--- src/rtl/ram_block_mover.sv ---
// rtl/ram_block_mover.sv - COPY/FILL block mover driving one RAM read port and one write port
module ram_block_mover #(
    parameter int RAM_WIDTH      = 64,
    parameter int RAM_DEPTH      = 128,
    parameter int RAM_IDX_WIDTH  = $clog2(RAM_DEPTH),
    parameter int RAM_WIDTH_BYTE = RAM_WIDTH / 8,
    parameter int LEN_WIDTH      = RAM_IDX_WIDTH + 1
) (
    input  logic                      clock,
    input  logic                      reset,
    input  logic                      cmd_valid,
    output logic                      cmd_ready,
    input  logic                      cmd_op,
    input  logic [RAM_IDX_WIDTH-1:0]  cmd_src_idx,
    input  logic [RAM_IDX_WIDTH-1:0]  cmd_dst_idx,
    input  logic [LEN_WIDTH-1:0]      cmd_len,
    input  logic [RAM_WIDTH-1:0]      cmd_fill_data,
    input  logic [RAM_WIDTH_BYTE-1:0] cmd_mask,
    output logic                      busy,
    output logic                      done,
    input  logic                      r_grant,
    output logic                      r_en,
    output logic [RAM_IDX_WIDTH-1:0]  r_ram_idx,
    input  logic [RAM_WIDTH-1:0]      r_data,
    output logic                      w_en,
    output logic [RAM_IDX_WIDTH-1:0]  w_ram_idx,
    output logic [RAM_WIDTH-1:0]      w_data,
    output logic [RAM_WIDTH_BYTE-1:0] w_mask
);

    typedef enum logic [1:0] {
        S_IDLE,
        S_RUN,
        S_DRAIN,
        S_DONE
    } state_t;

    state_t                    state, state_nxt;
    logic                      op_q;
    logic [RAM_IDX_WIDTH-1:0]  src_q, dst_q;
    logic [LEN_WIDTH-1:0]      len_q, issued_q, remain_q;
    logic [RAM_WIDTH-1:0]      fill_q;
    logic [RAM_WIDTH_BYTE-1:0] mask_q;
    logic                      rd_pend_q;

    logic accept, issue, fill_wr, wr_any;

    always_comb begin
        accept  = (state == S_IDLE) && cmd_valid;
        issue   = (state == S_RUN) && !op_q && r_grant && (issued_q < len_q);
        fill_wr = (state == S_RUN) && op_q;
        // rd_pend is only ever set by a COPY read, so it alone marks a write-back
        wr_any  = fill_wr || rd_pend_q;
    end

    always_comb begin
        state_nxt = state;
        case (state)
            S_IDLE: begin
                if (cmd_valid) begin
                    state_nxt = (cmd_len == '0) ? S_DONE : S_RUN;
                end
            end
            S_RUN: begin
                if (op_q) begin
                    if (remain_q == LEN_WIDTH'(1)) begin
                        state_nxt = S_DONE;
                    end
                end else if ((issued_q + LEN_WIDTH'(issue)) == len_q) begin
                    state_nxt = S_DRAIN;
                end
            end
            S_DRAIN: state_nxt = S_DONE;
            S_DONE:  state_nxt = S_IDLE;
            default: state_nxt = S_IDLE;
        endcase
    end

    always_ff @(posedge clock) begin
        if (reset) begin
            state     <= S_IDLE;
            op_q      <= 1'b0;
            src_q     <= '0;
            dst_q     <= '0;
            len_q     <= '0;
            issued_q  <= '0;
            remain_q  <= '0;
            fill_q    <= '0;
            mask_q    <= '0;
            rd_pend_q <= 1'b0;
        end else begin
            state     <= state_nxt;
            rd_pend_q <= issue;
            if (accept) begin
                op_q     <= cmd_op;
                src_q    <= cmd_src_idx;
                dst_q    <= cmd_dst_idx;
                len_q    <= cmd_len;
                issued_q <= '0;
                remain_q <= cmd_len;
                fill_q   <= cmd_fill_data;
                mask_q   <= cmd_mask;
            end else begin
                if (issue) begin
                    src_q    <= src_q + RAM_IDX_WIDTH'(1);
                    issued_q <= issued_q + LEN_WIDTH'(1);
                end
                if (wr_any) begin
                    dst_q <= dst_q + RAM_IDX_WIDTH'(1);
                end
                if (fill_wr) begin
                    remain_q <= remain_q - LEN_WIDTH'(1);
                end
            end
        end
    end

    // Outputs are forced quiet during reset, even before the state register has cleared
    always_comb begin
        cmd_ready = !reset && (state == S_IDLE);
        busy      = !reset && (state != S_IDLE);
        done      = !reset && (state == S_DONE);
        r_en      = !reset && issue;
        r_ram_idx = r_en ? src_q : '0;
        w_en      = !reset && wr_any;
        w_ram_idx = w_en ? dst_q : '0;
        w_mask    = w_en ? mask_q : '0;
        w_data    = '0;
        if (w_en) begin
            w_data = fill_wr ? fill_q : r_data;
        end
    end

endmodule

--- config.mk ---
export PLATFORM = sky130hd
export DESIGN_NAME = ram_block_mover
export DESIGN_NICKNAME = d
export VERILOG_FILES = /design/src/rtl/ram_block_mover.sv
export SDC_FILE = /design/constraint.sdc
export NUM_CORES = 1
export LEC_CHECK = 0
export CORE_MARGIN = 10
export CORE_UTILIZATION = 46
export CTS_CLUSTER_SIZE = 14
export DETAILED_ROUTE_END_ITERATION = 8
export PLACE_DENSITY = 0.93
export SKIP_CTS_REPAIR_TIMING = 1
export SLEW_MARGIN = 20
export SYNTH_ARGS = -nofsm -noshare
export SYNTH_HDL_FRONTEND = slang
export SYNTH_SLANG_ARGS = --single-unit
--- constraint.sdc ---
create_clock -name clock -period 6.4 [get_ports clock]
set_clock_uncertainty 0.2 [all_clocks]
set_input_delay 1.28 -clock clock [delete_from_list [all_inputs] [get_ports clock]]
set_output_delay 1.28 -clock clock [all_outputs]
set_load 0.1 [all_outputs]
==> results of run 1 <==
==> worst min-delay path, cell delays in order, from the launching register on <==
cell	delay (ns)
dfxtp_1	0.30
nand2_1	0.05
a21oi_1	0.05
==> flip-flops by register name (all words and copies together) (netlist names) <==
| signal | flops |
|---|---|
| rd_pend_q | 1 |
| src_q | 7 |
| len_q | 8 |
| issued_q | 8 |
| fill_q | 64 |
| mask_q | 8 |
| remain_q | 8 |
| dst_q | 7 |
| state | 2 |
| op_q | 1 |
==> synthesized netlist by cell type, drive strengths merged, types with 2 or more instances <==
| library cell | instances | area share, % |
|---|---|---|
| a2111oi | 5 | 0.85 |
| a211oi | 18 | 2.4 |
| a21o | 3 | 0.40 |
| a21oi | 157 | 13 |
| a311oi | 2 | 0.30 |
| a31oi | 3 | 0.42 |
| and2 | 24 | 2.5 |
| and3 | 2 | 0.21 |
| buf | 8 | 0.55 |
| clkbuf | 50 | 3.2 |
| dfxtp | 114 | 39 |
| ha | 17 | 3.6 |
| inv | 17 | 1.1 |
| mux2i | 3 | 0.51 |
| nand2 | 314 | 20 |
| nand2b | 4 | 0.42 |
| nand3 | 7 | 0.68 |
| nand4 | 7 | 0.85 |
| nor2 | 28 | 1.8 |
| nor2b | 6 | 0.63 |
| nor3 | 2 | 0.17 |
| nor4 | 5 | 0.53 |
| o21ai | 4 | 0.34 |
| or3 | 4 | 0.44 |
| xnor2 | 21 | 3.1 |
| xor2 | 9 | 1.3 |
==> kinds of logic after synthesis <==
family	Yosys count	synth area share, %
multiplexers	3	0.507
AND/OR/NAND/NOR	408	28.9
buffers and inverters	75	4.80
flip-flops	114	38.6
XOR/XNOR	30	4.44
adder cells (fa/ha/maj)	17	3.59
AO/OA/AOI/OAI	200	19.2
==> final cells by class <==
type	instances	area share (%)
multi-input combinational	658	37.8
timing repair buffer	260	26.9
sequential	114	25.6
clock buffer	19	4.85
tap	172	2.41
clock inverter	12	1.80
inverter	17	0.715
==> worst max path at each step <==
stage,to,cells after the start,start
floorplan,r_ram_idx[0],4,r_grant
global placement,w_en,4,reset
detailed placement,w_en,4,reset
CTS,w_en,4,reset
global route,w_en,4,reset
finish,w_en,4,reset
==> metrics by stage <==
step                      utilization, %  worst slack (ns)  hold WS [ns]  instances  area [um^2]
final                               70.7              1.19         0.251       1252         8920
after global routing                70.7              1.07         0.267       1252         8920
after CTS                           70.7              1.19         0.253       1252         8920
after detailed placement            66.0              1.19         0.246       1221         8330
after global placement              66.0              1.24         0.241       1221         8330
after floorplan                        -             0.691         0.232        847         5920
==> power by group through the flow <==
stage	Clock [uW]	Sequential, uW	Combinational (uW)
finish	950	949	1020
global route	998	964	1110
CTS	965	947	1020
detailed placement	0	958	1010
global placement	0	952	989
floorplan	0	931	738
==> layer usage <==
metal | up-vias | routed length [um] | part of all wire [%] | track usage [%]
li1 | 3251 | - | - | -
met1 | 3011 | 8000 | 39 | 24.8
met2 | 247 | 10300 | 50 | 38.5
met3 | 32 | 1830 | 8.9 | 8.83
met4 | 0 | 401 | 1.9 | 7.01
met5 | - | 0 | 0 | 0
==> results.md, run 1 <==
- Status: completed
- Crit path largest cell delay: 1.22 ns
- Share of layout cells above drive strength 1: 11.8%
- Sw Share: 38.3%
- Max Cap Violations: 0
- Yosys warns: 0
- Delay-heaviest family, CP: buffers and inverters
- Reg2Reg Depth: 14
- Drt first pass iters: 5
- Reg2reg start: state[1]$_SDFFE_PP0P_
- Switching power: 1120 uW
- TritonCTS clock tree: built
- Commonest cells after routing, fill and taps aside: nand2_1, clkdlybuf4s50_1, a21oi_1
- Vias in the first global route: 6501
- Synth Net Count: 1027
- Starting Density: 46.9%
- Initial antenna violation count: 0
- Worst-skew pair later-pin latency: 0.41 ns
- P&R area growth vs syn: 50.7%
- Die Wd: 133 um
- Arrival time worst endpoint: 3.73 ns
- Slew Limit Fails: 0
- Ant diodes: 0
- Wirelength per Cell: 16.4 um
- Rel. slew slack: 33.5%
- Clock share of power: 32.6%
- Core Footprint: 0.0126 mm^2
- Detail Placement HPWL: 14.9 mm
- Hold path endpoint: mask_q[5]$_SDFFE_PP0P_
- #FFs+latches synth: 114
- Crit path kind: primary input to primary output
- FMAX: 192 MHz
- H-tree depth: 4
- Post-synth ARST share: 0%
- Commonest non-fill, non-tap cell in the layout: nand2_1
- Hold wc startpoint: mask_q[5]$_SDFFE_PP0P_
- Avg Inst Size Synth: 6.99 um^2
- Buf/Inv on CP: 3
- Setup TNS: 0 ns
- Logic pwr share: 34.9%
- Cell Int Power: 1800 uW
- Slew of the pin with the lowest slew margin: 0.995 ns
- Crit end category: primary output
- Synth Flop Type: dfxtp_1
- Setup crit start kind: primary input
- Clock Path Buffers: 2
- Crit-path cells: buf_4 -> nand2b_2 -> inv_1 -> clkdlybuf4s50_1
- Layout net count: 1248
- Total track usage: 22.4%
- Worst hold path depth: 2
- Number of routed nets with antenna violations: 0
- Site Rows: 41
- CTS buffer count: 17
- Tot Pwr: 2920 uW
- Slowest CP cell: clkdlybuf4s50_1
- Seq pwr share: 32.5%
- Io pins: 254
- DRC: 0
- Die Height: 133 um
- Vias per cell: 5.22
- Register area: 0.00228 mm^2
- Class of the worst hold path: register to register
- Leak: 0.00362 uW
- Min Tclk post-route: 5.21 ns
- Worst-path clk slew: 0.06 ns
- Final Setup Violations: 0
- RSZ-0062 raised after global routing: false
- Clock sinks: 114
- Vias: 6541
- Die Footprint: 0.0178 mm^2
- WP data required: 4.92 ns
- Worst VDD drop: 0.201 mV
- Reg2reg end: state[0]$_SDFFE_PP0P_
- Crit Path Max Fanout: 35
- Final Hold Vio Count: 0
- Yosys cell types: 47
- GP Congestion: 0.849
- Largest net degree at the start of global routing: 83
- Routed wire length: 20.6 mm
- Mapped Area: 0.00592 mm^2
- Global route overflow: 0
- Post-synthesis sequential area ratio: 38.6%
- Crit share post-route: 81.4%
- Buffers on Ports: 253
- Power per Cell Area: 327 mW/mm^2
- Root buffer cell: clkbuf_16
- First-pass GRT wire length: 33.0 mm
- R2R setup slack: 2.22 ns
- Number of synthesized flops with an enable pin: 0
- Fillers: 1008
- Initial DRC count: 444
- Multi-input gate area: 0.00337 mm^2
- Synthesized netlist cell count: 847
Power figures use the tool's default switching activity.
==> inputs of run 2 (changes only) <==
--- a/config.mk
+++ b/config.mk
@@ -6,10 +6,10 @@
 export NUM_CORES = 1
 export LEC_CHECK = 0
 export CORE_MARGIN = 10
-export CORE_UTILIZATION = 46
+export CORE_UTILIZATION = 43
 export CTS_CLUSTER_SIZE = 14
 export DETAILED_ROUTE_END_ITERATION = 8
-export PLACE_DENSITY = 0.93
+export PLACE_DENSITY = 0.88
 export SKIP_CTS_REPAIR_TIMING = 1
 export SLEW_MARGIN = 20
 export SYNTH_ARGS = -nofsm -noshare
==> constraint.sdc (replaced) <==
create_clock -name clock -period 5.04 [get_ports clock]
set_clock_uncertainty 0.2 [all_clocks]
set_input_delay 1.008 -clock clock [delete_from_list [all_inputs] [get_ports clock]]
set_output_delay 1.008 -clock clock [all_outputs]
set_load 0.1 [all_outputs]
==> run 2 against run 1 <==
Against the previous run: hold slack got worse by 0.0012 ns; clock-buffer cell count rose by 4; cell area is 1.6% higher; global-route usage down 1.2 points; first-iteration DRC count down 18%; clock power increased by 34%.
==> results.md, run 2 (synthesis gave the netlist of run 1 again) <==
- Root buffer cell: clkbuf_16
- Commonest non-fill, non-tap cell in the layout: nand2_1
- Detail Placement HPWL: 15.3 mm
- Class of the worst hold path: register to register
- Clock sinks: 114
- Power per Cell Area: 418 mW/mm^2
- TritonCTS clock tree: built
- Total track usage: 21.2%
- DRC: 0
- Clock Path Buffers: 2
- Crit end category: primary output
- Io pins: 254
- Initial antenna violation count: 0
- Routed wire length: 20.6 mm
- Arrival time worst endpoint: 2.93 ns
- Initial DRC count: 366
- Buffers on Ports: 253
- Site Rows: 42
- RSZ-0062 raised after global routing: false
- Max Cap Violations: 0
- Leak: 0.00372 uW
- Dpl cells: 1229
- Slew of the pin with the lowest slew margin: 0.971 ns
- Setup TNS: 0 ns
- Largest net degree at the start of global routing: 66
- Number of routed nets with antenna violations: 0
- Ant diodes: 0
- Worst-path clk slew: 0.05 ns
- P&R area growth vs syn: 53.2%
- Crit path kind: primary input to primary output
- Commonest cells after routing, fill and taps aside: nand2_1, clkdlybuf4s50_1, a21oi_1
- Die Height: 137 um
- Global route overflow: 0
- Crit Path Max Fanout: 11
- Drt first pass iters: 4
- Reg2reg start: len_q[7]$_SDFFE_PP0P_
- Fillers: 1112
- FMAX: 242 MHz
- GP Congestion: 0.852
- Setup crit start kind: primary input
- Hold wc startpoint: mask_q[2]$_SDFFE_PP0P_
- Wirelength per Cell: 16.3 um
- Starting Density: 44.3%
- Crit share post-route: 82.1%
- Share of layout cells above drive strength 1: 13.6%
- Vias in the first global route: 6296
- Slew Limit Fails: 0
- Tot Pwr: 3790 uW
- WP data required: 3.83 ns
- Status: completed
- First-pass GRT wire length: 31.9 mm
- Layout net count: 1252
- Largest Register: fill_q
- Die Footprint: 0.0189 mm^2
- Worst-skew pair later-pin latency: 0.41 ns
- Final Setup Violations: 0
- H-tree depth: 4
- Final Hold Vio Count: 0
- Min Tclk post-route: 4.14 ns
- CTS buffer count: 17
- Worst Setup SP: r_grant
- Max reg flops: 64
- Rel. slew slack: 35.1%
- Vias: 6550
- Worst VDD drop: 0.219 mV
- Fin cells: 1261
- Core Footprint: 0.0133 mm^2
- Vias per cell: 5.19
- Die Wd: 137 um
[run 2: cell count changes in the layout (fill, tap and decap cells not counted), sizes merged]
cell / before / now
buf: 82 / 102
clkdlybuf4s50: 178 / 162
clkbuf: 19 / 23
clkinvlp: 4 / 1
bufinv: 3 / 4
clkinv: 4 / 3
[run 2: worst paths after layout]
| kind | slack [ns] | end | cells past startpoint |
|---|---|---|---|
| setup / recovery | 0.90 | r_ram_idx[5] | 8 |
| hold / removal | 0.25 | mask_q[2]$_SDFFE_PP0P_ | 2 |
| setup reg to reg | 1.15 | state[0]$_SDFFE_PP0P_ | 13 |
| hold reg to reg | 0.25 | mask_q[2]$_SDFFE_PP0P_ | 2 |
[run 2: cell type report]
| class | count | area [um^2] | share of cell area (%) |
|---|---|---|---|
| Tap cell | 176 | 220 | 2.43 |
| Clock inverter | 9 | 151 | 1.67 |
| Multi-Input combinational cell | 658 | 3370 | 37.2 |
| Timing Repair Buffer | 264 | 2500 | 27.6 |
| Inverter | 17 | 63.8 | 0.704 |
| Clock buffer | 23 | 478 | 5.27 |
| Sequential cell | 114 | 2280 | 25.2 |
[run 2: report_power, final]
group | internal (uW) | total [uW] | switching [uW]
registers | 1080 | 1210 | 126
logic | 445 | 1310 | 865
clock network | 865 | 1270 | 406
[run 2: through the flow]
step	setup WS (ns)	utilization, %	area [um^2]	hold WS [ns]
2_1_floorplan	0.491	-	5920	0.232
3_3_place_gp	0.881	63.2	8440	0.241
3_5_place_dp	0.809	63.2	8440	0.246
4_1_cts	0.896	67.9	9060	0.253
5_1_grt	0.761	67.9	9060	0.267
6_report	0.904	67.9	9060	0.250
[run 2: worst max-delay path, cell delays in order]
cell             delay [ns]
clkdlybuf4s50_1        0.49
o2111ai_1              0.11
buf_4                  0.19
a21oi_1                0.17
buf_4                  0.23
nor2b_2                0.32
and2_1                 0.23
buf_12                 0.19
[run 2: metal layers]
layer | GRT usage (%) | wire (um) | up-vias
met5 | 0 | 0 | -
met4 | 6.09 | 263 | 0
met3 | 8.59 | 1860 | 19
met2 | 36.5 | 10300 | 244
met1 | 23.4 | 8110 | 3034
li1 | - | - | 3253
